[config.mk]
export PLATFORM = sky130hd
export DESIGN_NAME = decoder_5b_4b_rx
export DESIGN_NICKNAME = d
export VERILOG_FILES = /design/src/rtl/decoder_5b_4b_rx.sv
export SDC_FILE = /design/constraint.sdc
export NUM_CORES = 1
export LEC_CHECK = 0
export ABC_CLOCK_PERIOD_IN_PS = 2000
export CORE_MARGIN = 5
export CORE_UTILIZATION = 50
export CTS_CLUSTER_SIZE = 40
export DETAILED_ROUTE_END_ITERATION = 8
export HOLD_SLACK_MARGIN = 0.08
export MAX_ROUTING_LAYER = met4
export PLACE_DENSITY = 0.76
export SLEW_MARGIN = 25
export SYNTH_ARGS = -nofsm -noshare
export SYNTH_HDL_FRONTEND = slang
export SYNTH_SLANG_ARGS = --single-unit
[constraint.sdc]
create_clock -name clk -period 2 [get_ports clk]
set_input_delay 0.4 -clock clk [delete_from_list [all_inputs] [get_ports clk]]
set_output_delay 0.4 -clock clk [all_outputs]
set_load 0.02 [all_outputs]
[src/rtl/decoder_5b_4b_rx.sv]
// decoder_5b_4b_rx: serial 4b/5b receive decoder with sync hunt, invalid-code detection and loss-of-lock; define DECODER_5B4B_ERRCNT_EN for the saturating err_count register
module decoder_5b_4b_rx #(
  parameter int         ERR_LIMIT = 3,
  parameter logic [4:0] SYNC_SYM  = 5'b11000
) (
  input  logic       clk,
  input  logic       rst_n,
  input  logic       rx_bit,
  input  logic       rx_valid,
  output logic [3:0] out,
  output logic       out_valid,
  output logic       code_err,
  output logic       locked,
  output logic [7:0] err_count
);
  typedef enum logic {ST_HUNT, ST_LOCKED} state_t;
  state_t     state, state_nx;
  logic [4:0] sr, sr_nx;
  logic [2:0] bit_cnt, cnt_nx;
  logic [3:0] cons, cons_nx, out_nx, nib;
  logic       ov_nx, ce_nx, is_data;
  assign sr_nx  = {sr[3:0], rx_bit};
  assign locked = state == ST_LOCKED;
  always_comb begin
    is_data = 1'b1;
    nib     = 4'h0;
    case (sr_nx)
      5'b00100: nib = 4'h0;
      5'b00101: nib = 4'h1;
      5'b00110: nib = 4'h2;
      5'b01001: nib = 4'h3;
      5'b01010: nib = 4'h4;
      5'b01011: nib = 4'h5;
      5'b01100: nib = 4'h6;
      5'b01101: nib = 4'h7;
      5'b10010: nib = 4'h8;
      5'b10011: nib = 4'h9;
      5'b10100: nib = 4'hA;
      5'b10101: nib = 4'hB;
      5'b10110: nib = 4'hC;
      5'b11001: nib = 4'hD;
      5'b11010: nib = 4'hE;
      5'b11011: nib = 4'hF;
      default:  is_data = 1'b0;
    endcase
  end
  // symbols are classified on the post-shift word so outputs land on the 5th bit's edge
  always_comb begin
    state_nx = state;
    cnt_nx   = bit_cnt;
    cons_nx  = cons;
    out_nx   = out;
    ov_nx    = 1'b0;
    ce_nx    = 1'b0;
    if (rx_valid) begin
      if (state == ST_HUNT) begin
        if (sr_nx == SYNC_SYM) begin
          state_nx = ST_LOCKED;
          cnt_nx   = 3'd0;
        end
      end else if (bit_cnt == 3'd4) begin
        cnt_nx = 3'd0;
        if (is_data) begin
          out_nx  = nib;
          ov_nx   = 1'b1;
          cons_nx = 4'd0;
        end else if (sr_nx == SYNC_SYM) begin
          cons_nx = 4'd0;
        end else begin
          ce_nx    = 1'b1;
          cons_nx  = cons == 4'(ERR_LIMIT - 1) ? 4'd0 : cons + 4'd1;
          state_nx = cons == 4'(ERR_LIMIT - 1) ? ST_HUNT : ST_LOCKED;
        end
      end else begin
        cnt_nx = bit_cnt + 3'd1;
      end
    end
  end
  always_ff @(posedge clk or negedge rst_n) begin
    if (!rst_n) begin
      state     <= ST_HUNT;
      sr        <= 5'd0;
      bit_cnt   <= 3'd0;
      cons      <= 4'd0;
      out       <= 4'd0;
      out_valid <= 1'b0;
      code_err  <= 1'b0;
    end else begin
      state     <= state_nx;
      sr        <= rx_valid ? sr_nx : sr;
      bit_cnt   <= cnt_nx;
      cons      <= cons_nx;
      out       <= out_nx;
      out_valid <= ov_nx;
      code_err  <= ce_nx;
    end
  end
`ifdef DECODER_5B4B_ERRCNT_EN
  always_ff @(posedge clk or negedge rst_n) begin
    if (!rst_n) err_count <= 8'd0;
    else if (ce_nx && err_count != 8'hFF) err_count <= err_count + 8'd1;
  end
`else
  assign err_count = 8'd0;
`endif
endmodule
Word-level counts from Yosys, hierarchy flattened
Index checks and enable logic that the tools add are counted.

Flip-flop bits (word level): 18. Bits in latches: 0. Bits in writable memories: 0. Memory bits (read-only): 0. Output and inout bits: 15. Word-level logic and storage cells: 56. Memories: 0.

Add/subtract/negate cells: 2. $mul: 0. Div/mod/pow operators: 0. $lt $le $gt $ge: 0. Equality and inequality tests: 19. Shift-type cells: 0. Mux-type cells: 23. Bitwise gates (word level): 0. Reduce and logical (&&, ||, !) cells: 5.

Operators with widths (number): $pmux W4 S15 (1); $eq A5 B5 Y1 const B (9); $eq A5 B4 Y1 const B (5); $mux W1 (16); $reduce_or A16 Y1 (1); $eq A5 B3 Y1 const B (3); $mux W4 (3); $mux W3 (3); $add A4 B1 Y4 const B (1); $eq A4 B2 Y1 const B (1); $reduce_and A4 Y1 (1); $add A3 B1 Y3 const B (1); $eq A3 B3 Y1 const B (1); $reduce_and A3 Y1 (1); $reduce_and A2 Y1 (1); $reduce_bool A2 Y1 (1).

Depth between registers and ports, before layout
Word-level depth: 7. Gate-level depth with buffers: 6. Gate-level depth less buffers: 6.

Least setup slack after synthesis
OpenSTA, ideal clock, no wires.

Path type: reg2reg. From: register bit_cnt[0]. To: register out[0]. Data arrival time: 1506 ps. Setup slack: 366 ps. Stages on the path, launching flop included: 6. Buffers on the path: 0. Period minus slack after synthesis: 1634 ps. Cell sequence: dfrtp_1 > inv_1 > ha_1 > nand4_4 > a211oi_4 > mux2_1.

Cells in the longest elaborated chain, start to end: 2.

Ends and longest elaborated chain: start: declaration (line 19) `logic [2:0] bit_cnt, cnt_nx;`; start signal: assignment (line 91) `bit_cnt <= cnt_nx;`; $eq A3 B3 Y1 (line 61) `end else if (bit_cnt == 3'd4) begin`; $reduce_and A4 Y1 (no source line); end signal: assignment (line 93) `out <= out_nx;`; end: declaration (line 10) `output logic [3:0] out,`.

Every way passes these cells. A chain may end at the register's enable or synchronous reset.

Worst setup path after layout
From: register state, in the netlist locked. To: output port locked.

RTL lines: start: declaration (line 17) `state_t state, state_nx;`; start signal: assignment (line 89) `state <= state_nx;`; end: declaration (line 13) `output logic locked,`.

No word-level cell between the ends.

==> results.cfg <==
[run_status]
status = complete, no violations

[sta]
drv_slew = 0
setup_slack_ns = 0.192
fin_skew_ns = 0.00454
rsz0062_at_grt = false
whs_ns = 0.416
final-setup-viol-count = 0
period_minus_slack_ns = 1.81
max_freq_ghz = 0.553
fin_tns_setup_ns = 0
min_period_over_period = 0.904
final-hold-violation-count = 0

[detailed_routing]
drc = 0
drt-total-wl_mm = 2.03
wl_per_cell_um = 13.1
dr.pass1.iters = 4
num_vias = 837
drtIter0Drc = 14
viasPerCell = 5.40
final_antenna_net_count = 0

[power]
ir_worst_vdd_v = 0.000495
p_total_mw = 1.15
p_leak_nw = 0.578
power.density_mw_per_mm2 = 915

[cells_and_area]
layout-drive-gt1-share = 0.150
fin_nets = 136
final_cell_mix = dfrtp_1 (18), nand2_1 (15), clkdlybuf4s50_1 (10)
fin_cells = 155
diodes = 0
final_area_mm2 = 0.00126
area_delta_synth_final_pct = 13.2
post-route-util = 0.580
layout_commonest_cell = dfrtp_1

[grt]
grt_first_pass_wirelength_mm = 3.58
grt_util_met1 = 0.155
grtUsageTotal = 0.140
grt_busiest_layer = met2
gr-usage-met2 = 0.250
grt_pass1_vias = 854
grt_use_met3 = 0.0294
grt_max_degree = 16
overflow = 0
antenna_found_initial = 0

[cts]
cts_resized = 0
cts_setup_buffers = 0
cts_tree = yes
ctsHoldBuffers = 0
root_buffer = clkbuf_4
numClockSinks = 18
clk_pin_slew_worst_paths_ns = 0.10
cts_made_buffers = 3
clock_latency_ns = 0.29
clk_path_buf_depth = 2
h-tree-depth = 1

[place]
placed_area_mm2 = 0.00122
dp_cells = 151
port_buffers = 10
post-dp-hpwl_mm = 1.59
place.gp.congestion = 0.832
dp_slack_ns = 0.0166

[die]
die_h_um = 57.1
io_pins = 19
die_w_um = 57.1
rows = 17
start_util = 0.512
design.die.area_mm2 = 0.00326
design.core.area_mm2 = 0.00217

[worst_setup_path]
critical_path.cell_chain = clkdlybuf4s50_1
path_buf_inv = 1
critical_path_peak_fanout = 6
worstSetupStartpointType = flip-flop
endpoint_kind = primary output
crit_cells = 1
cp.arrival_ns = 1.41
r2r-end = out[2]
endpoint = locked
cp_slowest_stage_delay_ns = 0.65
worstPathRequired_ns = 1.60
crit_start = locked
ff2ff_path_depth = 4
critPathTopFamily = buffers and inverters
r2r_slack_ns = 0.27
crit_path_top_delay_cell = clkdlybuf4s50_1
path_class = reg -> out
timing.rr.start = sr[0]

[yosys]
synth_top_area_frac = 0.405
synth_top_family_by_area = compound AO/OA/AOI/OAI gates
yosys.area.top_type = dfrtp_1
yosys-mux-area-fraction = 0.0597
synth_area_mm2 = 0.00111
yosysUniqueCellTypes = 43
synth-adder-area-share = 0.0450
synthXorXnorAreaFrac = 0
synth_ff_type = dfrtp_1
synth_edf_count = 0
ys_seq_elements = 18
syn_avg_cell_area_um2 = 9.75
ys_seq_area_frac = 0.405
synth-compound-area-share = 0.217
syn-instance-count = 114
synth-async-reset-ratio = 1.00
synth-simple-area-share = 0.162
yosys_warnings = 0
ys_top_cells_by_area = dfrtp_1 (41%), buf_4 (6.1%), nand2_1 (5.1%)

[hold_path]
hold_path.class = in -> async

[run]
maxCapViolCount = 0
## synth_stat cells, types with 3 or more instances
library cell and number:
ha_1 4, buf_4 9, inv_1 6, nand2_1 15, nor2_1 3, mux2_1 3, o211ai_1 3, nand3_1 3
dfrtp_1 18, a21oi_1 5, o21ai_0 7
## metal layers
| layer | vias to the layer above | share of wire |
|---|---|---|
| li1 | 413 | - |
| met1 | 410 | 0.44 |
| met2 | 12 | 0.52 |
| met3 | 2 | 0.032 |
| met4 | 0 | 0.0049 |
| met5 | - | 0 |
## power by group
group          internal (mW)  total (mW)  switching (mW)
clock network          0.111       0.220           0.110
registers              0.434       0.541           0.107
logic                  0.189       0.389           0.200
## how the worst min path moves through the flow
stage	start	end	slack [ns]	depth (start not counted)
final	rst_n	out[1]	0.42	1
after global placement	out[2]	out[2]	0.47	1
after detailed placement	out[1]	out[1]	0.48	1
after floorplan	rst_n	bit_cnt[0]	0.10	0
after global routing	rst_n	out[1]	0.44	1
after CTS	rst_n	out[1]	0.42	1
## registers in the layout, summed over array words and instances, names as in the netlist
| register | flops |
|---|---|
| out_valid | 1 |
| locked | 1 |
| code_err | 1 |
| sr | 4 |
| cons | 4 |
| bit_cnt | 3 |
| out | 4 |
## cell type report
cell class / instances / area [um^2]
clock buffer: 4 / 36.3
fill: 197 / 912
inverter: 6 / 22.5
multi-input combinational: 83 / 568
sequential: 18 / 450
tap: 28 / 35.0
timing repair buffer: 16 / 145
## cell families (layout without fill, tap and decap cells)
group / count (synthesis) / count (layout)
fa+ha+maj: 4 / 4
mux: 6 / 6
other cells: 1 / 8
flops: 18 / 18
compound gates: 32 / 32
buf+inv: 20 / 26
simple gates: 33 / 33
(Power assumes the default switching activity.)
